===== config.mk =====
export PLATFORM = sky130hd
export DESIGN_NAME = vga_timing_gen
export DESIGN_NICKNAME = d
export VERILOG_FILES = /design/src/rtl/vga_timing_gen.sv
export SDC_FILE = /design/constraint.sdc
export NUM_CORES = 1
export LEC_CHECK = 0
export ABC_AREA = 1
export BUFFER_PORTS_ARGS = -buffer_cell sky130_fd_sc_hd__buf_2
export CAP_MARGIN = 40
export CORE_ASPECT_RATIO = 0.8
export CORE_UTILIZATION = 50
export CTS_CLUSTER_DIAMETER = 40
export DETAILED_ROUTE_END_ITERATION = 8
export PLACE_DENSITY = 0.79
export SLEW_MARGIN = 10
export SYNTH_ARGS = -nofsm -noshare
export SYNTH_HDL_FRONTEND = slang
export SYNTH_SLANG_ARGS = --single-unit

===== constraint.sdc =====
create_clock -name clk -period 5.3 [get_ports clk]
set_clock_uncertainty 0.2 [all_clocks]
set_input_delay 1.06 -clock clk [delete_from_list [all_inputs] [get_ports clk]]
set_output_delay 1.06 -clock clk [all_outputs]
set_load 0.02 [all_outputs]

===== src/rtl/vga_timing_gen.sv =====
// vga_timing_gen: pixel-timing master for the 640x480@60 display path.
// Divides the system clock into a pixel enable, scans hCount/vCount, decodes
// the active area, and registers blanked colour plus syncs to the VGA pins so
// that colour and sync leave on the same pixel, one pixel behind the counters.
module vga_timing_gen #(
    parameter int DIV         = 4,
    parameter int H_TOTAL     = 800,
    parameter int H_SYNC      = 96,
    parameter int H_ACT_START = 144,
    parameter int H_ACT_END   = 784,
    parameter int V_TOTAL     = 525,
    parameter int V_SYNC      = 2,
    parameter int V_ACT_START = 35,
    parameter int V_ACT_END   = 515,
    parameter int TICK_FRAMES = 1
) (
    input  logic        clk,
    input  logic        rst,
    input  logic [11:0] rgb_in,
    output logic        pix_en,
    output logic [9:0]  hCount,
    output logic [9:0]  vCount,
    output logic        bright,
    output logic        hSync,
    output logic        vSync,
    output logic [3:0]  vga_r,
    output logic [3:0]  vga_g,
    output logic [3:0]  vga_b,
    output logic        frame_tick,
    output logic        game_tick
);

    localparam int DIV_W = (DIV > 1) ? $clog2(DIV) : 1;
    localparam int FC_W  = (TICK_FRAMES > 1) ? $clog2(TICK_FRAMES) : 1;

    localparam logic [DIV_W-1:0] DIV_LAST = DIV_W'(DIV - 1);
    localparam logic [FC_W-1:0]  FC_LAST  = FC_W'(TICK_FRAMES - 1);

    localparam logic [9:0] H_LAST  = 10'(H_TOTAL - 1);
    localparam logic [9:0] V_LAST  = 10'(V_TOTAL - 1);
    localparam logic [9:0] H_SYN   = 10'(H_SYNC);
    localparam logic [9:0] V_SYN   = 10'(V_SYNC);
    localparam logic [9:0] H_ACT_S = 10'(H_ACT_START);
    localparam logic [9:0] H_ACT_E = 10'(H_ACT_END);
    localparam logic [9:0] V_ACT_S = 10'(V_ACT_START);
    localparam logic [9:0] V_ACT_E = 10'(V_ACT_END);

    logic [DIV_W-1:0] div_cnt;
    logic [FC_W-1:0]  frame_cnt;
    logic             line_end;
    logic             frame_end;

    // Strobes are gated by rst so a reset landing on a pixel or frame boundary
    // never leaks a partial pulse.
    assign pix_en     = ~rst & (div_cnt == DIV_LAST);
    assign line_end   = (hCount == H_LAST);
    assign frame_end  = line_end & (vCount == V_LAST);
    assign frame_tick = pix_en & frame_end;
    assign game_tick  = frame_tick & (frame_cnt == FC_LAST);

    // Active-area decode seen by the renderers in the same cycle as the counters.
    assign bright = (hCount >= H_ACT_S) && (hCount < H_ACT_E) &&
                    (vCount >= V_ACT_S) && (vCount < V_ACT_E);

    // Clock divider: counts 0..DIV-1 and wraps; pix_en fires on the last count.
    always_ff @(posedge clk) begin
        if (rst) begin
            div_cnt <= '0;
        end else if (div_cnt == DIV_LAST) begin
            div_cnt <= '0;
        end else begin
            div_cnt <= div_cnt + 1'b1;
        end
    end

    // Raster scan counters advance once per pixel period.
    always_ff @(posedge clk) begin
        if (rst) begin
            hCount <= 10'd0;
            vCount <= 10'd0;
        end else if (pix_en) begin
            if (line_end) begin
                hCount <= 10'd0;
                vCount <= (vCount == V_LAST) ? 10'd0 : vCount + 10'd1;
            end else begin
                hCount <= hCount + 10'd1;
            end
        end
    end

    // Frame counter sets the game_tick cadence.
    always_ff @(posedge clk) begin
        if (rst) begin
            frame_cnt <= '0;
        end else if (frame_tick) begin
            frame_cnt <= (frame_cnt == FC_LAST) ? '0 : frame_cnt + 1'b1;
        end
    end

    // Pin register: blanked colour and syncs for the current pixel, held for DIV clocks.
    always_ff @(posedge clk) begin
        if (rst) begin
            {vga_r, vga_g, vga_b} <= 12'h000;
            hSync                 <= 1'b1;
            vSync                 <= 1'b1;
        end else if (pix_en) begin
            {vga_r, vga_g, vga_b} <= bright ? rgb_in : 12'h000;
            hSync                 <= ~(hCount < H_SYN);
            vSync                 <= ~(vCount < V_SYN);
        end
    end

endmodule


==> impl_metrics.tcl, run 1 <==
set metrics [dict create \
    fin_crit_ns 3.52 \
    synthesis.nets 302 \
    start_util_pct 53.7 \
    internal-power_uw 390 \
    met3_usage_pct 7.07 \
    setup_violations 0 \
    fin_cells 377 \
    cts_tree "yes" \
    crit_chain "buf_2 > nor2_8 > nand3_2 > nor4_1 > buf_2" \
    cp.required_ns 4.04 \
    clock-sinks 36 \
    track_usage_pct 23.8 \
    ios 52 \
    outcome "finished, violations left" \
    end_kind "output port" \
    grt_start_max_net_pins 17 \
    port_buffers 51 \
    ys_seq_elements 36 \
    r2r_slack_ns 3.31 \
    p_leak_nw 1.15 \
    worst_pin_slew_ns 0.801 \
    grt-ovfl-total 0 \
    cts_buffer_depth 2 \
    netlist_top_cells_count "nand2_1 (69), nor2_1 (51), inv_1 (41), dfxtp_1 (36), nand3_1 (28)" \
    switching_share_pct 23.5 \
    drive_gt1_share_pct 21.8 \
    die_area_mm2 0.00403 \
    seq_power_share_pct 54.1 \
    tns_ns 0 \
    postSynthAreaPerCell_um2 6.68 \
    slew_violations 0 \
    power.switching_uw 120 \
    post-route-period-util_pct 66.5 \
    fp.coreArea_mm2 0.00352 \
    rr_startpoint "div_cnt[0]" \
    gp_congestion 0.885 \
    postSynth.asyncResetShare_pct 0 \
    yosysTopAreaCellShare_pct 38.1 \
    power_frac_clock_pct 40.3 \
    fmax_ghz 0.284 \
    row_count 19 \
    fill_cells 328 \
    hp-class "register to register" \
    report.final.hold_viol_count 0 \
    setup_slack_ns 1.78 \
    cp_slowest_cell "nor4_1" \
    synth_top_area_cell "dfxtp_1" \
    path_max_fanout 13 \
    post_cts_buffers 0 \
    first_global_vias 1740 \
    path_buf_inv 2 \
    dpl_cell_area_mm2 0.00214 \
    power_density_mw_per_mm2 228 \
    fin_area_mm2 0.00224 \
    cts-hold-fix-buffers 0 \
    drc 8 \
    syn_to_final_growth_pct 18.3 \
    synthCells 283 \
    drtIter0Drc 145 \
    dpl.hpwl_mm 3.15 \
    cts_inserted_buffers 5 \
    cp.arrival_ns 2.26 \
    grt_busiest_layer "met2" \
    diodes 0 \
    synth_area_leaders "dfxtp_1 (38%), nand2_1 (14%), nor2_1 (10%)" \
    netlist_area_mm2 0.00189 \
    synth-edff-count 0 \
    clk_latency_ns 0.29 \
    nNetsFinal 353 \
    ctsRootBufferMaster "clkbuf_8" \
    die_w_um 70.7 \
    cp-start-kind "input pin" \
    use_met1_pct 31.4 \
    ctsResizeCount 0 \
    slew_headroom_pct 46.4 \
    criticalPathCategory "input pin to output port" \
    antenna_found_initial 0 \
    dp.cells 369 \
    h-tree-depth 2 \
    r2r_cells 5 \
    rsz0062_at_grt "false" \
    viasPerCell 4.98 \
    synth_warnings 0 \
    hp-start "div_cnt[0]" \
    pre_cts_slack_ns 1.80 \
    grtUsageMet2_pct 38.6 \
    synth_seq_area_share_pct 38.1 \
    ir_drop_uv 213 \
    die_h_um 57.0 \
    max_stage_delay_ns 0.32 \
    final_util_pct 63.5 \
    routed-via-count 1879 \
    crit_family "simple AND/OR/NAND/NOR gates" \
    yosysMostFrequentCell "nand2_1" \
    worst_hold_path.endpoint "div_cnt[0]" \
    drtAntennaViolNets 0 \
    dr.pass1.iters 7 \
    min_path_cells 1 \
    cap_violations 0 \
    violations "DRC" \
    synthFlopType "dfxtp_1" \
    combPwrFrac_pct 5.5 \
    synth_cell_types 30 \
    wl_per_cell_um 11.4 \
    timing.critical_path.mode_cell "buf_2" \
    grt_first_pass_wirelength_mm 7.58 \
    reg2reg_to "vSync" \
    totalWireLength_mm 4.29 \
    clkTransAtPathRegs_ns 0.07 \
]
==> final cells by class <==
type	instances	area [um^2]	share of cell area, %
clock inverters	2	13.8	0.616
flip-flops and latches	36	721	32.2
multi-input cells	195	942	42.1
well taps	42	52.6	2.35
repair buffers	51	255	11.4
clock buffers	6	82.6	3.69
inverters	45	169	7.55
==> layout by cell type (no fill, tap or decap), drive strengths merged, types with 2 or more instances in the layout <==
master and instances:
clkbuf 6, nor2 58, inv 46, o21ai 7, buf 51, nand4 3, nor3 2, a21oi 10
ha 5, dfxtp 36, nand3 29, xor2 4, nand2 70
==> power by group through the flow <==
stage / combinational (mW) / clock [mW] / sequential (mW)
after floorplan: 0.0172 / 0 / 0.283
after global placement: 0.0275 / 0 / 0.282
after detailed placement: 0.0281 / 0 / 0.282
after CTS: 0.0284 / 0.211 / 0.276
after global routing: 0.0314 / 0.224 / 0.276
final: 0.0282 / 0.206 / 0.276
==> how the worst max path moves through the flow <==
stage          startpoint          to  slack (ns)  depth (start not counted)
2_1_floorplan         rst   game_tick        1.42                          6
3_3_place_gp          rst  frame_tick        1.84                          5
3_5_place_dp          rst  frame_tick        1.80                          5
4_1_cts               rst  frame_tick        1.79                          5
5_1_grt               rst  frame_tick        1.62                          5
6_report              rst  frame_tick        1.78                          5
==> metrics by stage <==
step           total power [mW]  hold slack (ns)
2_1_floorplan             0.300            0.199
4_1_cts                   0.515            0.237
3_5_place_dp              0.310            0.220
3_3_place_gp              0.309            0.210
5_1_grt                   0.531            0.237
6_report                  0.510            0.237
==> state kept, by name, indices dropped and copies added (netlist names) <==
register	cells
div_cnt	2
vSync	1
hSync	1
vga_r	4
vCount	10
vga_g	4
vga_b	4
hCount	10
==> metal layers <==
layer	wire (um)	part of all wire, %
met1	2040	48
met2	1890	44
met3	315	7.3
met4	42	0.98
met5	0	0
==> kinds of logic (layout without fill, tap and decap cells) <==
logic type               count (synthesis)  count (layout)  synth area share (%)
adder cells (fa/ha/maj)                  5               5                  3.31
XOR/XNOR                                 5               5                  2.32
AO/OA/AOI/OAI                           20              20                  5.96
flip-flops                              36              36                  38.1
buffers and inverters                   52             104                  12.0
AND/OR/NAND/NOR                        165             165                  38.3
(Power assumes the default switching activity.)
==> inputs of run 2 (changes only) <==
- clock period: 5.3 -> 3.4 ns (I/O delays scaled with it)
==> run 2 against run 1 <==
Against the previous run: the flow still finishes with violations (DRC); final cell count increased by 0.53%; total power increased by 74%; utilization increased by 1.3 points; largest cell class unchanged; largest power group unchanged.
==> impl_metrics.tcl, run 2 (synthesized netlist as in run 1, its figures left out) <==
set metrics [dict create \
    outcome "finished, violations left" \
    violations "DRC" \
    end_kind "output port" \
    port_buffers 51 \
    antenna_found_initial 0 \
    totalWireLength_mm 4.13 \
    cts_tree "yes" \
    tns_ns 0 \
    setup_violations 0 \
    track_usage_pct 21.6 \
    slew_headroom_pct 69.7 \
    h-tree-depth 2 \
    ir_drop_uv 365 \
    worst_pin_slew_ns 0.455 \
    grt-ovfl-total 0 \
    row_count 19 \
    crit_chain "nor2_1 > and2_1 > nand3_1 > nand2_1 > nor3b_1 > buf_2" \
    cts_buffer_depth 2 \
    clock-sinks 36 \
    clk_latency_ns 0.29 \
    r2r_cells 8 \
    syn_to_final_growth_pct 20.7 \
    wl_per_cell_um 10.9 \
    min_path_cells 1 \
    cts-hold-fix-buffers 0 \
    worst_hold_path.endpoint "div_cnt[0]" \
    nNetsFinal 355 \
    die_area_mm2 0.00403 \
    reg2reg_to "hCount[9]" \
    mostFrequentLayoutCells "nand2_1 (69), nor2_1 (51), buf_2 (51), inv_1 (41), dfxtp_1 (36)" \
    drtAntennaViolNets 0 \
    power_density_mw_per_mm2 388 \
    cp.required_ns 2.52 \
    mostFrequentLayoutCell "nand2_1" \
    rsz0062_at_grt "false" \
    dpl.hpwl_mm 3.10 \
    rr_startpoint "hCount[0]" \
    hp-class "register to register" \
    r2r_slack_ns 1.53 \
    ctsResizeCount 0 \
    fp.coreArea_mm2 0.00352 \
    ctsRootBufferMaster "clkbuf_8" \
    fmax_ghz 0.358 \
    top_regs "hCount (10), vCount (10)" \
    viasPerCell 4.94 \
    cts_inserted_buffers 5 \
    report.final.hold_viol_count 0 \
    criticalPathCategory "register to output port" \
    die_w_um 70.7 \
    fin_crit_ns 2.79 \
    grt_start_max_net_pins 17 \
    cp_slowest_cell "dfxtp_1" \
    cp-start-kind "register" \
    start_util_pct 53.7 \
    ios 52 \
    grt_first_pass_wirelength_mm 6.81 \
    setup_slack_ns 0.606 \
    pre_cts_slack_ns 0.870 \
    path_max_fanout 13 \
    drive_gt1_share_pct 22.3 \
    routed-via-count 1871 \
    post_cts_buffers 0 \
    gp_congestion 0.954 \
    p_leak_nw 1.17 \
    fin_cells 379 \
    cp.arrival_ns 1.91 \
    die_h_um 57.0 \
    drc 8 \
    crit_start "vCount[4]" \
    cap_violations 0 \
    diodes 0 \
    dr.pass1.iters 6 \
    drtIter0Drc 143 \
    hp-start "div_cnt[0]" \
    slew_violations 0 \
    clkTransAtPathRegs_ns 0.07 \
    dp.cells 371 \
    first_global_vias 1517 \
    post-route-period-util_pct 82.2 \
    max_stage_delay_ns 0.38 \
]
## run 2: cell types whose count changed in the layout (fill, tap and decap cells not counted)
| cell | previous run | this run |
|---|---|---|
| buf_4 | 0 | 2 |
| bufinv_16 | 0 | 1 |
| clkbuf_8 | 6 | 7 |
| clkinv_2 | 1 | 0 |
| inv_6 | 1 | 0 |
## run 2: worst max-delay path by stage
stage | endpoint | slack [ns] | cells after the start
2_1_floorplan | game_tick | 0.28 | 6
4_1_cts | bright | 0.62 | 6
3_3_place_gp | frame_tick | 0.91 | 5
3_5_place_dp | frame_tick | 0.87 | 5
5_1_grt | bright | 0.48 | 6
6_report | bright | 0.61 | 6
## run 2: area by class of cell
| type | instances | area [um^2] |
|---|---|---|
| fill | 331 | 1240 |
| tap | 42 | 52.6 |
| timing repair buffer | 53 | 270 |
| multi-input combinational | 195 | 942 |
| clock buffer | 7 | 96.3 |
| sequential | 36 | 721 |
| clock inverter | 1 | 30.0 |
| inverter | 45 | 169 |
## run 2: power by group
| part | total [mW] | leakage (nW) | internal [mW] | switching [mW] |
|---|---|---|---|---|
| Combinational | 0.0446 | 0.818 | 0.0163 | 0.0283 |
| Sequential | 0.430 | 0.291 | 0.427 | 0.00280 |
| Clock | 0.411 | 0.0645 | 0.259 | 0.153 |
## run 2: metal layers
metal	track usage (%)	part of all wire [%]	vias up
li1	-	-	971
met1	30.5	47	819
met2	32.1	44	74
met3	4.59	7.3	7
met4	9.43	1.4	0
met5	0	0	-
## run 2: worst max-delay path: cells and delay by family (launching register included)
family | cells | cell delay [ns]
flops | 1 | 0.38
simple gates | 5 | 1.05
buf+inv | 1 | 0.20
## run 2: through the flow
| stage | power, mW | utilization [%] | instance area (um^2) | hold WS [ns] |
|---|---|---|---|---|
| 5_1_grt | 0.912 | 64.8 | 2280 | 0.245 |
| 3_3_place_gp | 0.484 | 61.2 | 2150 | 0.209 |
| 4_1_cts | 0.891 | 64.8 | 2280 | 0.229 |
| 3_5_place_dp | 0.484 | 61.2 | 2150 | 0.219 |
| 2_1_floorplan | 0.468 | - | 1890 | 0.199 |
| 6_report | 0.886 | 64.8 | 2280 | 0.230 |
==> inputs of run 3 (changes only) <==
- clock period: 3.4 -> 2.6 ns (I/O delays scaled with it)
==> run 3 against run 2 <==
Against the previous run: the run still ends with DRC left; combinational power increased by 26%; hold slack got worse by 0.0016 ns; clock power decreased by 6.6%; sequential power increased by 31%; global-route usage increased by 0.25 points; routed wire length decreased by 1.2%; worst setup slack got worse by 0.38 ns; critical path type unchanged; critical path depth unchanged; die area unchanged; critical endpoint is now frame_tick; final cell count unchanged.
==> impl_metrics.tcl, run 3 (synthesized netlist as in run 1, its figures left out) <==
set metrics [dict create \
    outcome "finished, violations left" \
    violations "DRC" \
    cp-start-kind "register" \
    grt_start_max_net_pins 17 \
    final_util_pct 63.9 \
    grt-ovfl-total 0 \
    cp_slowest_cell "dfxtp_1" \
    start_util_pct 53.7 \
    ir_drop_uv 320 \
    row_count 19 \
    ctsResizeCount 0 \
    slew_violations 0 \
    clkTransAtPathRegs_ns 0.07 \
    post-route-period-util_pct 91.2 \
    p_leak_nw 1.16 \
    die_area_mm2 0.00403 \
    switching_share_pct 23.7 \
    end_kind "output port" \
    gp_congestion 0.879 \
    die_h_um 57.0 \
    report.final.hold_viol_count 0 \
    combPwrFrac_pct 5.6 \
    viasPerCell 4.84 \
    crit_chain "ha_1 > nand3_1 > nor2_2 > nand3_2 > nor4_2 > buf_2" \
    dr.pass1.iters 6 \
    power_density_mw_per_mm2 446 \
    drive_gt1_share_pct 22.6 \
    pre_cts_slack_ns 0.471 \
    path_max_fanout 5 \
    routed-via-count 1834 \
    nNetsFinal 355 \
    clock-sinks 36 \
    crit_family "simple AND/OR/NAND/NOR gates" \
    dpl_cell_area_mm2 0.00216 \
    max_stage_delay_ns 0.40 \
    cp.arrival_ns 1.65 \
    seq_power_share_pct 56.1 \
    clk_latency_ns 0.29 \
    power.switching_uw 238 \
    wl_per_cell_um 10.7 \
    path_buf_inv 1 \
    mostFrequentLayoutCells "nand2_1 (69), nor2_1 (51), buf_2 (51), inv_1 (41), dfxtp_1 (36)" \
    grt_first_pass_wirelength_mm 7.00 \
    cp.required_ns 1.88 \
    seq_area_um2 721 \
    fill_cells 334 \
    ctsRootBufferMaster "clkbuf_8" \
    antenna_found_initial 0 \
    top_regs "hCount (10), vCount (10)" \
    power_frac_clock_pct 38.3 \
    fmax_ghz 0.422 \
    hp-class "register to register" \
    setup_violations 0 \
    fin_area_mm2 0.00225 \
    drc 8 \
    cap_violations 0 \
    h-tree-depth 2 \
    mostFrequentLayoutCell "nand2_1" \
    fin_crit_ns 2.37 \
    first_global_vias 1652 \
    drtIter0Drc 112 \
    cts_buffer_depth 2 \
    rsz0062_at_grt "false" \
    cts_tree "yes" \
    p_total_mw 1.00 \
    totalWireLength_mm 4.07 \
    criticalPathCategory "register to output port" \
    multi_input_area_um2 948 \
    diodes 0 \
    dpl.hpwl_mm 3.04 \
    fp.coreArea_mm2 0.00352 \
    slew_headroom_pct 47.6 \
    drtAntennaViolNets 0 \
    track_usage_pct 21.9 \
    port_buffers 51 \
    die_w_um 70.7 \
    cts_inserted_buffers 5 \
    syn_to_final_growth_pct 19.0 \
    setup_slack_ns 0.230 \
    internal-power_uw 764 \
    worst_pin_slew_ns 0.783 \
    ios 52 \
    tns_ns 0 \
    cts-hold-fix-buffers 0 \
    post_cts_buffers 0 \
]
[run 3: final cells by class]
class / count / share of cell area, %
clock buffer: 5 / 3.06
clock inverter: 3 / 0.835
inverter: 45 / 7.51
multi-input combinational: 195 / 42.2
sequential: 36 / 32.1
tap: 42 / 2.34
timing repair buffer: 53 / 12.0
[run 3: power groups by stage]
stage,Combinational (mW),Clock [mW],Sequential [mW]
floorplan,0.0350,0,0.577
global route,0.0645,0.417,0.562
detailed placement,0.0565,0,0.575
finish,0.0563,0.384,0.562
CTS,0.0569,0.389,0.562
global placement,0.0551,0,0.575
[run 3: per-layer routing]
| layer | up-vias | wire [um] | track usage [%] |
|---|---|---|---|
| met4 | 0 | 49 | 7.71 |
| li1 | 976 | - | - |
| met5 | - | 0 | 0 |
| met3 | 7 | 253 | 5.12 |
| met1 | 788 | 2080 | 29.9 |
| met2 | 63 | 1700 | 34.2 |
[run 3: path summary, 6_finish.rpt]
kind              startpoint         end  slack [ns]  depth (start not counted)
hold reg to reg   div_cnt[0]  div_cnt[0]        0.23                          1
hold / removal    div_cnt[0]  div_cnt[0]        0.23                          1
setup / recovery   hCount[0]  frame_tick        0.23                          6
setup reg to reg  div_cnt[0]       hSync        0.66                          5
[run 3: per-stage QoR]
step / hold slack, ns / instances
after global routing: 0.258 / 379
final: 0.229 / 379
after detailed placement: 0.221 / 371
after floorplan: 0.199 / 283
after global placement: 0.212 / 371
after CTS: 0.232 / 379
